<file path="src/rtl/tracker_pkg.sv">
// -----------------------------------------------------------------------------
// tracker_pkg
// Shared definitions for the gray blob tracker:
//   - default image geometry (IMG_W_DEF x IMG_H_DEF)
//   - coordinate, count and sum widths
//   - frame and divider FSM state encodings
//   - the foreground decision used by the mask path
// -----------------------------------------------------------------------------
package tracker_pkg;

    localparam int IMG_W_DEF = 640;
    localparam int IMG_H_DEF = 480;

    localparam int X_W   = 10;
    localparam int Y_W   = 9;
    localparam int CNT_W = 19;
    localparam int SUM_W = 28;

    typedef enum logic {
        WAIT_SOF = 1'b0,
        ACCUM    = 1'b1
    } frame_state_e;

    typedef enum logic [1:0] {
        IDLE = 2'd0,
        DIV  = 2'd1,
        DONE = 2'd2
    } div_state_e;

    // Foreground test: bright objects by default, dark objects when inverted.
    function automatic logic is_fg(input logic [7:0] gray,
                                   input logic [7:0] thr,
                                   input logic       inv);
        logic res;
        if (inv) begin
            res = (gray < thr);
        end else begin
            res = (gray >= thr);
        end
        return res;
    endfunction

endpackage

</file>
<file path="src/rtl/seq_divider.sv">
// -----------------------------------------------------------------------------
// seq_divider
// Unsigned restoring divider, one quotient bit per cycle (NUM_W cycles).
// A start pulse while IDLE latches the operands; busy is high for the NUM_W
// iteration cycles, then done pulses for one cycle with the quotient valid.
// Start while not IDLE is ignored. Division by zero yields an all-ones quotient.
// Ports:
//   clk, rst_n       clock, synchronous active-low reset
//   start            one-cycle request
//   dividend/divisor operands (NUM_W / DEN_W bits)
//   busy, done       iteration in progress / result ready pulse
//   quotient         low Q_W bits of the quotient
// -----------------------------------------------------------------------------
module seq_divider
    import tracker_pkg::*;
#(
    parameter int NUM_W = 28,
    parameter int DEN_W = 19,
    parameter int Q_W   = 10
) (
    input  logic             clk,
    input  logic             rst_n,
    input  logic             start,
    input  logic [NUM_W-1:0] dividend,
    input  logic [DEN_W-1:0] divisor,
    output logic             busy,
    output logic             done,
    output logic [Q_W-1:0]   quotient
);

    localparam int STEP_W = $clog2(NUM_W);
    localparam logic [STEP_W-1:0] STEP_LAST = STEP_W'(NUM_W - 1);

    div_state_e        state_r;
    div_state_e        state_next_s;
    logic [STEP_W-1:0] step_r;
    logic [NUM_W-1:0]  quo_r;
    logic [DEN_W-1:0]  rem_r;
    logic [DEN_W-1:0]  den_r;
    logic              busy_r;
    logic              done_r;
    logic [DEN_W:0]    shifted_s;
    logic [DEN_W:0]    diff_s;
    logic              fits_s;

    // Shift the next dividend bit into the partial remainder and trial-subtract
    always_comb begin
        shifted_s = {rem_r, quo_r[NUM_W-1]};
        diff_s    = shifted_s - {1'b0, den_r};
        fits_s    = (shifted_s >= {1'b0, den_r});
    end

    // Divider FSM next-state logic
    always_comb begin
        state_next_s = state_r;
        case (state_r)
            IDLE: begin
                if (start) begin
                    state_next_s = DIV;
                end else begin
                    state_next_s = IDLE;
                end
            end
            DIV: begin
                if (step_r == STEP_LAST) begin
                    state_next_s = DONE;
                end else begin
                    state_next_s = DIV;
                end
            end
            DONE:    state_next_s = IDLE;
            default: state_next_s = IDLE;
        endcase
    end

    // Divider FSM state register
    always_ff @(posedge clk) begin
        if (!rst_n) begin
            state_r <= IDLE;
        end else begin
            state_r <= state_next_s;
        end
    end

    // Operand capture, iteration datapath and status flags
    always_ff @(posedge clk) begin
        if (!rst_n) begin
            step_r <= '0;
            quo_r  <= '0;
            rem_r  <= '0;
            den_r  <= '0;
            busy_r <= 1'b0;
            done_r <= 1'b0;
        end else begin
            busy_r <= (state_next_s == DIV);
            done_r <= (state_next_s == DONE);
            case (state_r)
                IDLE: begin
                    if (start) begin
                        quo_r  <= dividend;
                        rem_r  <= '0;
                        den_r  <= divisor;
                        step_r <= '0;
                    end
                end
                DIV: begin
                    // quo_r doubles as the dividend shift register
                    if (fits_s) begin
                        rem_r <= diff_s[DEN_W-1:0];
                        quo_r <= {quo_r[NUM_W-2:0], 1'b1};
                    end else begin
                        rem_r <= shifted_s[DEN_W-1:0];
                        quo_r <= {quo_r[NUM_W-2:0], 1'b0};
                    end
                    step_r <= step_r + STEP_W'(1);
                end
                default: begin
                    step_r <= step_r;
                end
            endcase
        end
    end

    assign busy     = busy_r;
    assign done     = done_r;
    assign quotient = quo_r[Q_W-1:0];

endmodule

</file>
<file path="src/rtl/gray_blob_tracker.sv">
// -----------------------------------------------------------------------------
// gray_blob_tracker
// Thresholds a gray pixel stream into a foreground mask and, per frame,
// accumulates foreground count, coordinate sums and bounding box. At frame end
// the totals are handed to two sequential dividers (x and y centroid) while the
// next frame accumulates; one report per completed frame is published.
// Ports:
//   clk, rst_n                 clock, synchronous active-low reset
//   pix_valid/pix_sof/pix_gray pixel stream (no back-pressure)
//   threshold, invert          foreground rule, captured on the SOF pixel
//   mask_valid, mask_out       per-pixel foreground bit, 1-cycle latency
//   obj_valid                  one-cycle report strobe
//   obj_found, cx, cy          object flag and integer centroid
//   x_min/x_max/y_min/y_max    bounding box
//   pix_count                  foreground pixel count
//   busy                       centroid division in progress
// -----------------------------------------------------------------------------
module gray_blob_tracker
    import tracker_pkg::*;
#(
    parameter int IMG_W      = IMG_W_DEF,
    parameter int IMG_H      = IMG_H_DEF,
    parameter int MIN_PIXELS = 16
) (
    input  logic             clk,
    input  logic             rst_n,
    input  logic             pix_valid,
    input  logic             pix_sof,
    input  logic [7:0]       pix_gray,
    input  logic [7:0]       threshold,
    input  logic             invert,
    output logic             mask_valid,
    output logic             mask_out,
    output logic             obj_valid,
    output logic             obj_found,
    output logic [X_W-1:0]   cx,
    output logic [Y_W-1:0]   cy,
    output logic [X_W-1:0]   x_min,
    output logic [X_W-1:0]   x_max,
    output logic [Y_W-1:0]   y_min,
    output logic [Y_W-1:0]   y_max,
    output logic [CNT_W-1:0] pix_count,
    output logic             busy
);

    localparam logic [X_W-1:0]   X_LAST  = X_W'(IMG_W - 1);
    localparam logic [Y_W-1:0]   Y_LAST  = Y_W'(IMG_H - 1);
    localparam logic [CNT_W-1:0] MIN_CNT = CNT_W'(MIN_PIXELS);

    frame_state_e     frame_r, frame_next_s;
    logic [X_W-1:0]   x_r, pos_x_s;
    logic [Y_W-1:0]   y_r, pos_y_s;
    logic [7:0]       thr_r, thr_s;
    logic             inv_r, inv_s;
    logic             in_frame_s, fg_s, last_s;

    logic [CNT_W-1:0] cnt_r, base_cnt_s, cnt_s;
    logic [SUM_W-1:0] sx_r, base_sx_s, sx_s;
    logic [SUM_W-1:0] sy_r, base_sy_s, sy_s;
    logic [X_W-1:0]   xmin_r, base_xmin_s, xmin_s;
    logic [X_W-1:0]   xmax_r, base_xmax_s, xmax_s;
    logic [Y_W-1:0]   ymin_r, base_ymin_s, ymin_s;
    logic [Y_W-1:0]   ymax_r, base_ymax_s, ymax_s;

    logic             start_r;
    logic [SUM_W-1:0] div_sx_r, div_sy_r;
    logic [CNT_W-1:0] div_cnt_r;
    logic [X_W-1:0]   rep_xmin_r, rep_xmax_r;
    logic [Y_W-1:0]   rep_ymin_r, rep_ymax_r;

    logic             busy_x_s, busy_y_s, done_x_s, done_y_s, div_done_s, found_s;
    logic [X_W-1:0]   quo_x_s;
    logic [Y_W-1:0]   quo_y_s;

    logic             mask_valid_r, mask_out_r, obj_valid_r, obj_found_r;
    logic [X_W-1:0]   cx_r, x_min_r, x_max_r;
    logic [Y_W-1:0]   cy_r, y_min_r, y_max_r;
    logic [CNT_W-1:0] pix_count_r;

    // Pixel qualification, current position and accumulator fold.
    // A SOF pixel restarts everything from a clean base, so a partial frame is dropped.
    always_comb begin
        in_frame_s = pix_valid && (pix_sof || (frame_r == ACCUM));
        if (pix_sof) begin
            pos_x_s     = '0;
            pos_y_s     = '0;
            thr_s       = threshold;
            inv_s       = invert;
            base_cnt_s  = '0;
            base_sx_s   = '0;
            base_sy_s   = '0;
            base_xmin_s = X_LAST;
            base_xmax_s = '0;
            base_ymin_s = Y_LAST;
            base_ymax_s = '0;
        end else begin
            pos_x_s     = x_r;
            pos_y_s     = y_r;
            thr_s       = thr_r;
            inv_s       = inv_r;
            base_cnt_s  = cnt_r;
            base_sx_s   = sx_r;
            base_sy_s   = sy_r;
            base_xmin_s = xmin_r;
            base_xmax_s = xmax_r;
            base_ymin_s = ymin_r;
            base_ymax_s = ymax_r;
        end
        fg_s   = in_frame_s && is_fg(pix_gray, thr_s, inv_s);
        last_s = in_frame_s && (pos_x_s == X_LAST) && (pos_y_s == Y_LAST);
        if (fg_s) begin
            cnt_s  = base_cnt_s + CNT_W'(1);
            sx_s   = base_sx_s + SUM_W'(pos_x_s);
            sy_s   = base_sy_s + SUM_W'(pos_y_s);
            xmin_s = (pos_x_s < base_xmin_s) ? pos_x_s : base_xmin_s;
            xmax_s = (pos_x_s > base_xmax_s) ? pos_x_s : base_xmax_s;
            ymin_s = (pos_y_s < base_ymin_s) ? pos_y_s : base_ymin_s;
            ymax_s = (pos_y_s > base_ymax_s) ? pos_y_s : base_ymax_s;
        end else begin
            cnt_s  = base_cnt_s;
            sx_s   = base_sx_s;
            sy_s   = base_sy_s;
            xmin_s = base_xmin_s;
            xmax_s = base_xmax_s;
            ymin_s = base_ymin_s;
            ymax_s = base_ymax_s;
        end
    end

    // Frame FSM next-state logic
    always_comb begin
        frame_next_s = frame_r;
        case (frame_r)
            WAIT_SOF: begin
                if (pix_valid && pix_sof) begin
                    frame_next_s = ACCUM;
                end else begin
                    frame_next_s = WAIT_SOF;
                end
            end
            ACCUM: begin
                if (last_s) begin
                    frame_next_s = WAIT_SOF;
                end else begin
                    frame_next_s = ACCUM;
                end
            end
            default: frame_next_s = WAIT_SOF;
        endcase
    end

    // Frame FSM state register
    always_ff @(posedge clk) begin
        if (!rst_n) begin
            frame_r <= WAIT_SOF;
        end else begin
            frame_r <= frame_next_s;
        end
    end

    // Position counters, captured foreground rule and per-frame accumulators
    always_ff @(posedge clk) begin
        if (!rst_n) begin
            x_r    <= '0;
            y_r    <= '0;
            thr_r  <= '0;
            inv_r  <= 1'b0;
            cnt_r  <= '0;
            sx_r   <= '0;
            sy_r   <= '0;
            xmin_r <= X_LAST;
            xmax_r <= '0;
            ymin_r <= Y_LAST;
            ymax_r <= '0;
        end else if (in_frame_s) begin
            thr_r <= thr_s;
            inv_r <= inv_s;
            if (last_s) begin
                x_r    <= '0;
                y_r    <= '0;
                cnt_r  <= '0;
                sx_r   <= '0;
                sy_r   <= '0;
                xmin_r <= X_LAST;
                xmax_r <= '0;
                ymin_r <= Y_LAST;
                ymax_r <= '0;
            end else begin
                if (pos_x_s == X_LAST) begin
                    x_r <= '0;
                    y_r <= pos_y_s + Y_W'(1);
                end else begin
                    x_r <= pos_x_s + X_W'(1);
                    y_r <= pos_y_s;
                end
                cnt_r  <= cnt_s;
                sx_r   <= sx_s;
                sy_r   <= sy_s;
                xmin_r <= xmin_s;
                xmax_r <= xmax_s;
                ymin_r <= ymin_s;
                ymax_r <= ymax_s;
            end
        end
    end

    // Frame-end hand-off: freeze totals (including the last pixel) for the dividers
    always_ff @(posedge clk) begin
        if (!rst_n) begin
            start_r    <= 1'b0;
            div_sx_r   <= '0;
            div_sy_r   <= '0;
            div_cnt_r  <= '0;
            rep_xmin_r <= '0;
            rep_xmax_r <= '0;
            rep_ymin_r <= '0;
            rep_ymax_r <= '0;
        end else begin
            start_r <= last_s;
            if (last_s) begin
                div_sx_r   <= sx_s;
                div_sy_r   <= sy_s;
                div_cnt_r  <= cnt_s;
                rep_xmin_r <= xmin_s;
                rep_xmax_r <= xmax_s;
                rep_ymin_r <= ymin_s;
                rep_ymax_r <= ymax_s;
            end
        end
    end

    seq_divider #(.NUM_W(SUM_W), .DEN_W(CNT_W), .Q_W(X_W)) u_div_x (
        .clk      (clk),
        .rst_n    (rst_n),
        .start    (start_r),
        .dividend (div_sx_r),
        .divisor  (div_cnt_r),
        .busy     (busy_x_s),
        .done     (done_x_s),
        .quotient (quo_x_s)
    );

    seq_divider #(.NUM_W(SUM_W), .DEN_W(CNT_W), .Q_W(Y_W)) u_div_y (
        .clk      (clk),
        .rst_n    (rst_n),
        .start    (start_r),
        .dividend (div_sy_r),
        .divisor  (div_cnt_r),
        .busy     (busy_y_s),
        .done     (done_y_s),
        .quotient (quo_y_s)
    );

    // Both dividers run in lockstep; either flag stands for the pair
    always_comb begin
        div_done_s = done_x_s && done_y_s;
        found_s    = (div_cnt_r >= MIN_CNT);
    end

    // Registered mask path and report outputs (report held until the next result)
    always_ff @(posedge clk) begin
        if (!rst_n) begin
            mask_valid_r <= 1'b0;
            mask_out_r   <= 1'b0;
            obj_valid_r  <= 1'b0;
            obj_found_r  <= 1'b0;
            cx_r         <= '0;
            cy_r         <= '0;
            x_min_r      <= '0;
            x_max_r      <= '0;
            y_min_r      <= '0;
            y_max_r      <= '0;
            pix_count_r  <= '0;
        end else begin
            mask_valid_r <= in_frame_s;
            mask_out_r   <= fg_s;
            obj_valid_r  <= div_done_s;
            if (div_done_s) begin
                obj_found_r <= found_s;
                pix_count_r <= div_cnt_r;
                cx_r        <= found_s ? quo_x_s    : '0;
                cy_r        <= found_s ? quo_y_s    : '0;
                x_min_r     <= found_s ? rep_xmin_r : '0;
                x_max_r     <= found_s ? rep_xmax_r : '0;
                y_min_r     <= found_s ? rep_ymin_r : '0;
                y_max_r     <= found_s ? rep_ymax_r : '0;
            end
        end
    end

    assign mask_valid = mask_valid_r;
    assign mask_out   = mask_out_r;
    assign obj_valid  = obj_valid_r;
    assign obj_found  = obj_found_r;
    assign cx         = cx_r;
    assign cy         = cy_r;
    assign x_min      = x_min_r;
    assign x_max      = x_max_r;
    assign y_min      = y_min_r;
    assign y_max      = y_max_r;
    assign pix_count  = pix_count_r;
    assign busy       = busy_x_s || busy_y_s;

endmodule

</file>
<file path="config.mk">
export PLATFORM = sky130hd
export DESIGN_NAME = gray_blob_tracker
export DESIGN_NICKNAME = d
export VERILOG_FILES = /design/src/rtl/tracker_pkg.sv /design/src/rtl/seq_divider.sv /design/src/rtl/gray_blob_tracker.sv
export SDC_FILE = /design/constraint.sdc
export NUM_CORES = 1
export LEC_CHECK = 0
export ABC_AREA = 1
export CORE_MARGIN = 2
export CORE_UTILIZATION = 50
export DETAILED_ROUTE_END_ITERATION = 8
export PLACE_DENSITY = 0.66
export SLEW_MARGIN = 20
export SYNTH_ARGS = -nofsm -noshare
export SYNTH_HDL_FRONTEND = slang
export SYNTH_HIERARCHICAL = 1
export SYNTH_SLANG_ARGS = --single-unit
</file>
<file path="constraint.sdc">
create_clock -name clk -period 4.1 [get_ports clk]
set_input_delay 0.82 -clock clk [delete_from_list [all_inputs] [get_ports clk]]
set_output_delay 0.82 -clock clk [all_outputs]
set_load 0.05 [all_outputs]
</file>
==> impl_results.md, run 1 <==
- CP Launch Type: input pin
- Critical path type: in2reg
- Synth Net Count: 4,245
- CP max stage delay: 0.41 ns
- Initial antenna violation count: 1
- Flops & latches, synth: roughly 490
- Number of buffers created by CTS: 53
- Final setup vio count: 0
- Slew @ Worst Pin: 1.02 ns
- Leak: between 10 and 15 nW
- CTS H-tree depth: 2
- Mapped Area: roughly 27,000 µm²
- Hold buffer count at cts: 0
- Height of the chip: approximately 240 µm
- Slew Viols, Final: 0
- Total setup buffers inserted after CTS: 0
- Most common cell after layout, fill and taps aside: nand2_1
- Setup Skew: 0.0191 ns
- Crit path top cell by count: nand2_1
- Vias/cell: approximately 5.3
- Critical path capture point type: flip-flop
- Achievable frequency: roughly 340 MHz
- Clk sinks: ~490
- Max VDD drop: between 200 and 300 µV
- Crit path max fanout: 19
- Mapped Cells: roughly 4,100
- Largest net degree at the start of global routing: 117
- Dpl hpwl: approximately 54,000 µm
- Area growth syn-to-layout: 12.0%
- Cts repair resizes: 0
- Die area: ~56,000 µm²
- Final TNS setup: 0 ns
- Via count: around 26,000
- Grt total ovfl: 0
- Hold WC Path Type: reg2reg
- Tmin final: ~2.9 ns
- Port-buffer cells: ~100
- Row count: 85
- Power density over the cells: 345 nW/µm²
- CTS tree: yes
- I/O pin count: slightly above 100
- Final period utilization: between 70% and 80%
- Deepest clock path buffer count: 3
- Worst EP arrival: 3.42 ns
- First-pass DRT Iterations: 5
- GPL Wtd Cong: about 0.96
- Post-Route WL: around 77,000 µm
- Data required time at the worst endpoint: roughly 4.6 ns
- Endpoints failing hold: 0
- Vias in the first global route: 23,559
- Share of layout cells above drive strength 1: roughly 6%
- Total of max-cap violations: 0
- CORE AREA: around 54,000 µm²
- Most frequent cells in the layout: 1,200 x nand2_1, 486 x inv_1, 486 x dfxtp_1, 400 x nor2_1, 339 x a21oi_1
- Status: complete, no violations
- Post-synth top flop: dfxtp_1
- Total GRT Usage: about 27%
- WL/cell: approximately 16 µm
- Slew margin rel.: between 30% and 40%
- DRC: 0
- First-pass GRT wire length: 125,000 µm
- Post-synthesis sequential area ratio: 36.0%
- Async S/R FF share, synth: 0%
- YS warnings: 6
- Netlist cell types: 51
- Drt first-iter violations: roughly 2,100
- Synth Area per Inst: between 6 and 7 µm²
- Root buf cell: clkbuf_16
- Number of synthesized flops with an enable pin: 0
- Starting Density: between 50% and 60%
- RSZ-0062 raised after global routing: no
- Slowest cell on crit path: clkdlybuf4s50_1
- Worst-Skew Late Latency: between 0.6 and 0.7 ns
- Post-layout util: between 50% and 60%
- Reg2reg path depth: 14
- Hold-critical path depth: 2
- CTS clk-pin slew, worst paths: 0.06 ns
- Post-DRT Antenna Nets: 0
- Crit path cell chain: clkdlybuf4s50_1 -> mux2i_1 -> ha_1 -> nand2_1 -> inv_1 -> nand2_1 -> nand2_1 -> nand2_1 -> nand2_1 -> nand2_1 -> nand3_4 -> inv_2 -> buf_4 -> buf_4 -> nand3_1 -> nand2_1 -> nand2_1 -> o21ai_0 -> inv_1
- Die W: roughly 240 µm
- Nets: approximately 4,200
registers in the layout, summed over array words and instances, names as in the netlist, 28 cells and up:
name and count:
u_div_y/quo_r 28, sy_r 28, sx_r 28, div_sy_r 28
u_div_x/quo_r 28, div_sx_r 28
where the power goes:
| part | internal (mW) | switching, mW |
|---|---|---|
| Clock | 3.15 | 2.04 |
| Combinational | 0.130 | 0.359 |
| Sequential | 4.75 | 0.0151 |
worst max-delay path, delay by kind of cell:
family	cells	cell delay [ns]
multiplexers	1	0.20
AND/OR/NAND/NOR	10	0.84
adder cells (fa/ha/maj)	1	0.28
AO/OA/AOI/OAI	1	0.14
buffers and inverters	6	1.12
per-layer routing:
metal / share of wire, % / track usage (%) / vias to the layer above
met4: 2.6 / 8.13 / 0
met1: 48 / 39.1 / 11724
met2: 43 / 42.3 / 670
met3: 5.8 / 3.98 / 116
met5: 0 / 0 / -
li1: - / - / 13203
cell families after synthesis:
group / Yosys count / share of synthesized area (%)
DFF: 486 / 36.0
muxes: 8 / 0.301
AOI/OAI and AO/OA: 685 / 13.7
buffers and inverters: 727 / 11.2
xor gates and xnor gates: 60 / 1.95
adders and majority gates: 91 / 4.27
and+or+nand+nor: 2076 / 32.6
final cells by class:
| type | count | area, µm² |
|---|---|---|
| Inverter | 499 | 1880 |
| Multi-Input combinational cell | 2920 | 14300 |
| Tap cell | 696 | 871 |
| Sequential cell | 486 | 9730 |
| Fill cell | 5360 | 23400 |
| Clock inverter | 27 | 385 |
| Timing Repair Buffer | 162 | 1580 |
| Clock buffer | 70 | 1510 |
| Antenna cell | 1 | 2.50 |
Yosys cell counts (8+ instances only):
master    count  area share [%]
nand2_1    1201              17
inv_1       488             6.8
dfxtp_1     486              36
nor2_1      401             5.6
a21oi_1     339             6.3
nand3_1     257             4.8
o21ai_0     200             3.7
clkbuf_1    122             1.7
ha_1         89             4.1
nand4_1      63             1.5
a31oi_1      50             1.2
nor3_1       42            0.78
buf_2        41            0.76
nand3b_1     40             1.1
buf_4        36             1.0
xor2_1       36             1.2
o21ai_1      26            0.48
xnor2_1      24            0.78
a211oi_1     16            0.44
buf_1        15            0.21
nand2_2      15            0.35
buf_6        14            0.58
o211ai_1     14            0.39
a21oi_2      12            0.39
nor4_1       11            0.25
nand3_2      10            0.37
nor2_2       10            0.23
nor2_4        8            0.33
path summary, 6_finish.rpt:
kind | from | endpoint | slack, ns
worst max-delay path | threshold[3] | div_sy_r[26] | 1.17
worst min register to register | thr_r[0] | thr_r[0] | 0.45
worst min-delay path | thr_r[0] | thr_r[0] | 0.45
worst max register to register | u_div_y/quo_r[27] | u_div_y/rem_r[17] | 1.20
through the flow:
step | worst slack (ns) | instance area, µm² | power (mW) | cells | hold slack, ns
after detailed placement | 0.567 | 28400 | 5.35 | 4763 | 0.443
after floorplan | 0.267 | 27000 | 5.19 | 4133 | 0.424
after CTS | 1.19 | 30200 | 10.5 | 4860 | 0.451
final | 1.17 | 30200 | 10.4 | 4861 | 0.449
after global placement | 0.596 | 28400 | 5.35 | 4763 | 0.439
after global routing | 0.830 | 30200 | 10.8 | 4860 | 0.473
Power figures use the tool's default switching activity.
==> inputs of run 2 (changes only) <==
- PLACE_DENSITY: 0.66 -> 0.69
- clock period: 4.1 -> 2.54 ns (I/O delays scaled with it)
==> run 2 against run 1 <==
Clock power increased by 52%. Critical path depth decreased by 17. Sequential share of layout area decreased by 2.6 points. Worst hold slack got worse by 0.16 ns. Critical endpoint is now busy. Largest cell class unchanged. Largest power group unchanged. Highest routed layer unchanged.
==> impl_results.md, run 2 (synthesis results as in run 1) <==
- Hold buffer count at cts: 0 (unchanged)
- Row count: 85 (unchanged)
- Die area: 55,900 µm² (unchanged)
- WL/cell: 15.7 µm (-0.86%)
- Slew @ Worst Pin: 0.853 ns (-0.165 ns)
- Slew Viols, Final: 0 (unchanged)
- Critical path type: reg2out
- Largest net degree at the start of global routing: 90 (-23%)
- Hold slack: 0.291 ns (-0.158 ns)
- Slowest cell on crit path: clkdlybuf4s50_1
- CP Launch Type: flip-flop
- Starting Density: 50.4% (unchanged)
- Vias in the first global route: 24,803 (+5.3%)
- I/O pin count: 102 (unchanged)
- Total GRT Usage: 28.2% (+0.97 points)
- # fillers: 5,065 (-5.5%)
- Status: complete, no violations
- DRC: 0 (unchanged)
- Slew margin rel.: 43.1% (+11 points)
- Endpoints failing hold: 0 (unchanged)
- Final period utilization: ~98%
- Dpl hpwl: 58,500 µm (+7.5%)
- Total of max-cap violations: 0 (unchanged)
- First-pass GRT wire length: 129,000 µm (+3.8%)
- Area occupied by multi-input gates: 14,500 µm² (+1.5%)
- Clk sinks: 486 (unchanged)
- Via count: 27,141 (+5.6%)
- Tmin final: 2.49 ns
- Deepest clock path buffer count: 3 (unchanged)
- Port-buffer cells: 101 (unchanged)
- Vias/cell: 5.25 (-0.77%)
- Final WS setup: 0.0467 ns (-1.12 ns)
- Die W: 236 µm (unchanged)
- Post-DRT Antenna Nets: 0 (unchanged)
- Final non-filler cell total: 5,171 (+6.4%)
- Data required time at the worst endpoint: 2.03 ns (-2.55 ns)
- Setup Skew: 0.0159 ns (-0.00314 ns)
- Cell count after placement: 5,066 (+6.4%)
- Leak: 14.8 nW (+12%)
- Reg area: 9730 µm² (about the same)
- Worst EP arrival: 1.99 ns (-1.43 ns)
- Number of buffers created by CTS: 52 (-1.9%)
- Most common cell after layout, fill and taps aside: nand2_1
- Worst-Skew Late Latency: 0.61 ns (about the same)
- Share of layout cells above drive strength 1: 13.5% (+7.7 points)
- Nets: 4,545 (+7.3%)
- Power density over the cells: 504 nW/µm² (+46%)
- First-pass DRT Iterations: 6 (+1)
- Area growth syn-to-layout: 22.0%
- Post-Route WL: 81,300 µm (+5.5%)
- Drt first-iter violations: 2,143 (+3.4%)
- # diodes: 0 (-1)
- Crit path cell chain: or2_2 -> clkdlybuf4s50_1
- CTS H-tree depth: 2 (unchanged)
- RSZ-0062 raised after global routing: yes
- Most frequent cells in the layout: 1,190 x nand2_1, 486 x inv_1, 485 x dfxtp_1, 393 x nor2_1, 340 x buf_4
- CTS tree: yes
- Crit path max fanout: 1 (-18)
- GPL Wtd Cong: 0.934 (-3.1%)
- Achievable frequency: about 400 MHz
- Height of the chip: 236 µm (unchanged)
- Critical path capture point type: primary output
- Grt total ovfl: 0 (unchanged)
- Initial antenna violation count: 0 (-1)
- Root buf cell: clkbuf_16
- CORE AREA: 53,600 µm² (unchanged)
- Pre-CTS setup slack: -0.568 ns (-1.14 ns)
- CP max stage delay: 0.71 ns (+0.30 ns)
- Max VDD drop: 460 µV (+68%)
- Hold WC Path Type: in2reg
- CTS clk-pin slew, worst paths: 0.06 ns (about the same)
- CP bufs+invs: 1 (-5)
- Final setup vio count: 0 (unchanged)
- CP top delay family: buffers and inverters
-- run 2: final cells by class --
cell class / instances / share of cell area, %
multi-input cells: 2921 / 44.0
flip-flops and latches: 486 / 29.5
repair buffers: 473 / 12.7
inverters: 499 / 5.74
clock buffers: 68 / 4.53
well taps: 696 / 2.64
clock inverters: 28 / 0.850
-- run 2: metrics by stage --
step | TNS, ns | utilization, % | power (mW) | cell area [µm²]
2_1_floorplan | -78.67 | - | 8.44 | 27200
3_3_place_gp | -92.06 | 57.8 | 8.82 | 31000
3_5_place_dp | -98.99 | 57.8 | 8.83 | 31000
4_1_cts | 0 | 61.1 | 16.7 | 32700
5_1_grt | -0.747 | 61.5 | 17.1 | 33000
6_report | 0 | 61.5 | 16.6 | 33000
-- run 2: routing by layer --
layer	share of wire, %	GRT usage (%)	vias to the layer above	wire, µm
li1	-	-	13835	-
met1	47	39.8	12450	37900
met2	45	45.7	742	36700
met3	6.3	3.70	114	5100
met4	2.0	6.71	0	1600
met5	0	0	-	0
-- run 2: timing repair --
action / CTS / global route
gates resized for setup: 0 / 34
setup buffers: 0 / 6
endpoints found under the setup margin: 0 / 174
-- run 2: final timing paths --
path                      from  cells after the start  slack [ns]                to
setup / recovery  u_div_y/busy                      2        0.05              busy
hold / removal           rst_n                      3        0.29  u_div_x/den_r[0]
setup reg to reg      thr_r[7]                     13        0.11      div_sy_r[11]
hold reg to reg          cx[8]                      2        0.46             cx[8]
-- run 2: power breakdown --
group | leakage (nW) | internal (mW) | total (mW) | switching, mW
Sequential | 3.92 | 7.66 | 7.69 | 0.0254
Clock | 0.876 | 4.56 | 7.89 | 3.32
Combinational | 9.97 | 0.378 | 1.04 | 0.659
Total | 14.8 | 12.6 | 16.6 | 4.01
-- run 2: tightest hold or removal path, cell delays in order --
cell and delay [ns]:
buf_4 0.20, o21ai_0 0.10, nor2_1 0.04
